[src/rtl/pulse_emulator.sv]
// Detector-pulse source: linear rise over 2^RISE_SHIFT samples, then an exponential tail.
// Optional macro PULSE_EMULATOR_PILEUP_EN: a trigger during a pulse piles up instead of being dropped.
module pulse_emulator #(
    parameter int SIZE_ADC_DATA = 16,
    parameter int RISE_SHIFT    = 2,
    parameter int DECAY_SHIFT   = 4,
    parameter int BASELINE      = 0
) (
    input  logic                     clk,
    input  logic                     reset,
    input  logic                     trig,
    input  logic [SIZE_ADC_DATA-1:0] amplitude,
    output logic                     busy,
    output logic                     trig_lost,
    output logic [15:0]              pulse_cnt,
    output logic [SIZE_ADC_DATA-1:0] output_data
);

    typedef enum logic [1:0] {
        ST_IDLE  = 2'd0,
        ST_RISE  = 2'd1,
        ST_DECAY = 2'd2
    } state_t;

    localparam logic [4:0]               RISE_LAST = 5'((1 << RISE_SHIFT) - 1);
    localparam logic [SIZE_ADC_DATA-1:0] ACC_MAX   = '1;
    // Pedestal clamped once so an oversized BASELINE cannot wrap.
    localparam logic [SIZE_ADC_DATA-1:0] BASE_SAT  =
        (longint'(BASELINE) >= (longint'(1) << SIZE_ADC_DATA)) ? ACC_MAX : SIZE_ADC_DATA'(BASELINE);

    state_t                     r_state;
    logic [SIZE_ADC_DATA-1:0]   r_acc;
    logic [SIZE_ADC_DATA-1:0]   r_step;
    logic [SIZE_ADC_DATA-1:0]   r_amp;
    logic [4:0]                 r_cnt;
    logic [15:0]                r_pulse_cnt;
    logic                       r_trig_lost;
    logic [SIZE_ADC_DATA-1:0]   r_out;

    state_t                     w_state_next;
    logic [SIZE_ADC_DATA-1:0]   w_acc_next;
    logic [SIZE_ADC_DATA-1:0]   w_step_next;
    logic [SIZE_ADC_DATA-1:0]   w_amp_next;
    logic [4:0]                 w_cnt_next;
    logic [15:0]                w_pulse_cnt_next;
    logic                       w_trig_lost_next;

    logic [SIZE_ADC_DATA-1:0]   w_rise_step;
    logic [SIZE_ADC_DATA-1:0]   w_tail;
    logic [SIZE_ADC_DATA:0]     w_out_sum;
    logic [SIZE_ADC_DATA-1:0]   w_out_sat;

    assign w_rise_step = amplitude >> RISE_SHIFT;
    assign w_tail      = r_acc >> DECAY_SHIFT;
    assign w_out_sum   = {1'b0, BASE_SAT} + {1'b0, r_acc};
    assign w_out_sat   = w_out_sum[SIZE_ADC_DATA] ? ACC_MAX : w_out_sum[SIZE_ADC_DATA-1:0];

`ifdef PULSE_EMULATOR_PILEUP_EN
    logic [SIZE_ADC_DATA:0]     w_pile_sum;
    logic [SIZE_ADC_DATA-1:0]   w_pile_sat;

    assign w_pile_sum = {1'b0, r_acc} + {1'b0, amplitude};
    assign w_pile_sat = w_pile_sum[SIZE_ADC_DATA] ? ACC_MAX : w_pile_sum[SIZE_ADC_DATA-1:0];
`endif

    always_comb begin
        w_state_next     = r_state;
        w_acc_next       = r_acc;
        w_step_next      = r_step;
        w_amp_next       = r_amp;
        w_cnt_next       = r_cnt;
        w_pulse_cnt_next = r_pulse_cnt;
        w_trig_lost_next = 1'b0;

        case (r_state)
            ST_IDLE: begin
                if (trig) begin
                    w_amp_next       = amplitude;
                    w_step_next      = w_rise_step;
                    w_cnt_next       = 5'd1;
                    w_pulse_cnt_next = r_pulse_cnt + 16'd1;
                    if (RISE_SHIFT == 0) begin
                        w_acc_next   = amplitude;
                        w_state_next = ST_DECAY;
                    end else begin
                        w_acc_next   = w_rise_step;
                        w_state_next = ST_RISE;
                    end
                end
            end

            ST_RISE: begin
                // Last step loads the exact amplitude so truncated steps never miss the peak.
                if (r_cnt == RISE_LAST) begin
                    w_acc_next   = r_amp;
                    w_state_next = ST_DECAY;
                end else begin
                    w_acc_next = r_acc + r_step;
                    w_cnt_next = r_cnt + 5'd1;
                end
`ifdef PULSE_EMULATOR_PILEUP_EN
                if (trig) begin
                    w_acc_next       = w_pile_sat;
                    w_state_next     = ST_DECAY;
                    w_pulse_cnt_next = r_pulse_cnt + 16'd1;
                end
`else
                w_trig_lost_next = trig;
`endif
            end

            ST_DECAY: begin
                if (w_tail == '0) begin
                    w_acc_next   = '0;
                    w_state_next = ST_IDLE;
                end else begin
                    w_acc_next = r_acc - w_tail;
                end
`ifdef PULSE_EMULATOR_PILEUP_EN
                if (trig) begin
                    w_acc_next       = w_pile_sat;
                    w_state_next     = ST_DECAY;
                    w_pulse_cnt_next = r_pulse_cnt + 16'd1;
                end
`else
                w_trig_lost_next = trig;
`endif
            end

            default: begin
                w_acc_next   = '0;
                w_state_next = ST_IDLE;
            end
        endcase
    end

    always_ff @(posedge clk) begin
        if (reset) begin
            r_state     <= ST_IDLE;
            r_acc       <= '0;
            r_step      <= '0;
            r_amp       <= '0;
            r_cnt       <= '0;
            r_pulse_cnt <= '0;
            r_trig_lost <= 1'b0;
            r_out       <= BASE_SAT;
        end else begin
            r_state     <= w_state_next;
            r_acc       <= w_acc_next;
            r_step      <= w_step_next;
            r_amp       <= w_amp_next;
            r_cnt       <= w_cnt_next;
            r_pulse_cnt <= w_pulse_cnt_next;
            r_trig_lost <= w_trig_lost_next;
            r_out       <= w_out_sat;
        end
    end

    assign busy        = (r_state != ST_IDLE);
    assign trig_lost   = r_trig_lost;
    assign pulse_cnt   = r_pulse_cnt;
    assign output_data = r_out;

endmodule

[config.mk]
export PLATFORM = sky130hd
export DESIGN_NAME = pulse_emulator
export DESIGN_NICKNAME = d
export VERILOG_FILES = /design/src/rtl/pulse_emulator.sv
export SDC_FILE = /design/constraint.sdc
export NUM_CORES = 1
export LEC_CHECK = 0
export CORE_MARGIN = 2
export CORE_UTILIZATION = 50
export DETAILED_ROUTE_END_ITERATION = 12
export PLACE_DENSITY = 0.73
export SLEW_MARGIN = 20
export SYNTH_ARGS = -nofsm -noshare
export SYNTH_HDL_FRONTEND = slang
export SYNTH_SLANG_ARGS = --single-unit
[constraint.sdc]
create_clock -name clk -period 4.7 [get_ports clk]
set_input_delay 0.705 -clock clk [delete_from_list [all_inputs] [get_ports clk]]
set_output_delay 0.705 -clock clk [all_outputs]
set_load 0.01 [all_outputs]
==> metrics.txt <==
vias in the first global route=slightly below 4k; crit path time final=between 2 and 3 ns; unrepaired setup endpoints after global routing=false; crit path cell chain=inv_1 -> ha_1 -> inv_1 -> clkdlybuf4s50_1; Async SR Flop Fraction=0; # resized after CTS=0; Worst setup EP type=output port; R2R setup slack=slightly above 2 ns; number of synthesized register bits=72; Overflow after GRT=0; CTS Hold Bufs=0; Clock Skew=around 0.0067 ns; Post-DP HPWL=8637 um; Rel. slew slack=0.4193; max incr delay on CP=0.64 ns; final hold vios=0; total CTS buffers=9; HP Start=r_amp[0]; DRC=0; H-tree Lvls=3; CP Data Arrival Time=about 2.2 ns; FF-to-FF End=r_acc[12]; syn_area_per_cell=8.223 um^2; mux contribution to synthesized area=0.004611; Reg2Reg Launch Point=r_acc[4]; Setup TNS=0 ns; placer congestion estimate=0.9799; Initial Util=0.5231; Setup Buffers After CTS=0; Final nets=630; Simple-Gate Fraction of Synth Area=0.2202; Mapped Cells=roughly 530; Data required, critical path=3.99 ns; Post-Route WL=about 12000 um; gr usage total=0.2510; Synth cell types=70; post-synthesis compound-gate area fraction=0.2317; Yosys top cell area share=0.3320; post-synthesis adder-cell area fraction=0.1043; core area=about 8300 um^2; worst vdd ir=0.2142 mV; Syn-to-layout area delta=17.61%; Finished Core Util=0.6153; PortBufs=52; Initial DRC Count=522; DR vias=around 4.1k; largest net degree at the start of global routing=54; fin. max-slew vios=0; row count=33; Least-Margin Pin Slew=0.8670 ns; Pwr Density=roughly 340 nW/um^2; Leakage=1.975 nW; Max Cap Viol=0; Post-DRT Antenna Nets=0; die height=approximately 100 um; CP Max Fanout=19; top cells by area, synth=dfxtp_1 (33%), ha_1 (9.5%), nand2_1 (6.3%); setup violators final=0; I/O pin total=between 50 and 60; via/cell ratio=roughly 6; Skew-Pair Late Insertion Delay=between 0.3 and 0.4 ns; Max stage delay cell, worst path=ha_1; # clock sinks=72; first-pass GRT wire length=~19000 um; crit-path most repeated cell=inv_1; Hold Path End=r_amp[0]; diodes inserted=0; combinational family with the most area after synthesis=compound AO/OA/AOI/OAI gates; Main synth FF type=dfxtp_1; type of the worst setup path=reg2out; final period utilization=0.6191; layout cells sized above 1=0.06024; r2r worst-path depth=9; post-synthesis sequential area ratio=0.3320; Net Count, Synth=approximately 580; yosys warns=0; filler instances=733; total die area=around 9400 um^2; initial antenna violation count=0; Pre-Repair DR Iteration Count=6; maximum root-to-sink buffer count=2; Post-Synth XOR/XNOR Area=0.06455; HP Class=reg2reg; root buf cell=clkbuf_8; clock slew at reported path FFs=0.08 ns; Hold Path Depth=2; cell area after synthesis=roughly 4300 um^2; die span in x=slightly below 100 um; element type at the critical path start=register; CTS tree=yes; f_max=0.3437 GHz; status=completed; routed len/inst=16.86 um; Post-synth EDFFs=0; largest area contributor in the netlist=dfxtp_1
[routing by layer]
| metal | part of all wire | global-route usage | vias up |
|---|---|---|---|
| met5 | 0 | 0 | - |
| met4 | 0.023 | 0.09859 | 0 |
| met3 | 0.071 | 0.03381 | 24 |
| met2 | 0.43 | 0.3750 | 171 |
| met1 | 0.47 | 0.3653 | 1922 |
| li1 | - | - | 2018 |
[cells by family (layout without fill, tap and decap cells)]
kind of cell | Yosys count | after routing
AOI/OAI and AO/OA | 142 | 142
and+or+nand+nor | 199 | 199
muxes | 2 | 2
adders and majority gates | 35 | 35
buffers and inverters | 46 | 99
DFF | 72 | 72
xor gates and xnor gates | 32 | 32
[state kept, by name, summed over array words and instances, names as in the netlist]
register,count
output_data,16
pulse_cnt,16
r_acc,16
r_amp,16
r_cnt,5
r_state,2
trig_lost,1
[where the power goes]
part | internal, mW | switching, mW | total [mW]
clock network | 0.193 | 0.250 | 0.444
logic | 0.242 | 0.349 | 0.591
registers | 0.652 | 0.0505 | 0.702
[worst max path at each step]
| stage | from | end | slack (ns) | cells past startpoint |
|---|---|---|---|---|
| after floorplan | r_acc[4] | r_acc[12] | 2.37 | 9 |
| after global placement | trig | r_acc[13] | 1.92 | 7 |
| after detailed placement | trig | r_acc[13] | 1.89 | 7 |
| after CTS | r_state[0] | busy | 1.80 | 4 |
| after global routing | r_state[0] | busy | 1.68 | 4 |
| final | r_state[0] | busy | 1.79 | 4 |
[synth_stat cells (all sizes together) (7+ instances only)]
cell    instances
dfxtp          72
nor2b           7
a21o            7
a211oi          7
nand3          13
nor2           54
buf             7
inv            27
a21oi          38
nand2          73
nand4          10
xor2           21
nor3           12
ha             33
a31oi           8
xnor2          11
o21ai          20
clkbuf         12
[worst max-delay path: cells and delay by family (launching register included)]
| family | cells | cell delay, ns |
|---|---|---|
| buffers and inverters | 3 | 0.87 |
| adders and majority gates | 1 | 0.64 |
| DFF | 1 | 0.34 |
[area by class of cell]
| class | count | area [um^2] | share of cell area |
|---|---|---|---|
| inverter | 27 | 101.3 | 0.01985 |
| multi-input combinational | 410 | 2715 | 0.5317 |
| clock inverter | 6 | 43.79 | 0.008576 |
| sequential | 72 | 1441 | 0.2823 |
| clock buffer | 10 | 127.6 | 0.02499 |
| tap | 105 | 131.4 | 0.02573 |
| timing repair buffer | 56 | 545.5 | 0.1068 |
[stage by stage]
| step | std cells | worst slack [ns] | hold WS, ns | power (mW) | area (um^2) |
|---|---|---|---|---|---|
| 6_report | 686 | 1.790 | 0.4653 | 1.737 | 5106 |
| 5_1_grt | 686 | 1.675 | 0.5039 | 1.841 | 5106 |
| 4_1_cts | 686 | 1.798 | 0.4674 | 1.731 | 5106 |
| 3_5_place_dp | 670 | 1.893 | 0.4591 | 1.289 | 4935 |
| 3_3_place_gp | 670 | 1.925 | 0.4523 | 1.281 | 4935 |
| 2_1_floorplan | 528 | 2.367 | 0.4357 | 1.119 | 4342 |
[placed cells by master (no fill, tap or decap), drive strengths merged, types with 8 or more instances in the layout]
cell type	count
xnor2	11
xor2	21
dfxtp	72
ha	33
o21ai	20
nand4	10
inv	28
a31oi	8
clkdlybuf4s50	51
nor2	54
nand2	73
clkbuf	10
nand3	13
nor3	12
a21oi	38
Power figures use the tool's default switching activity.
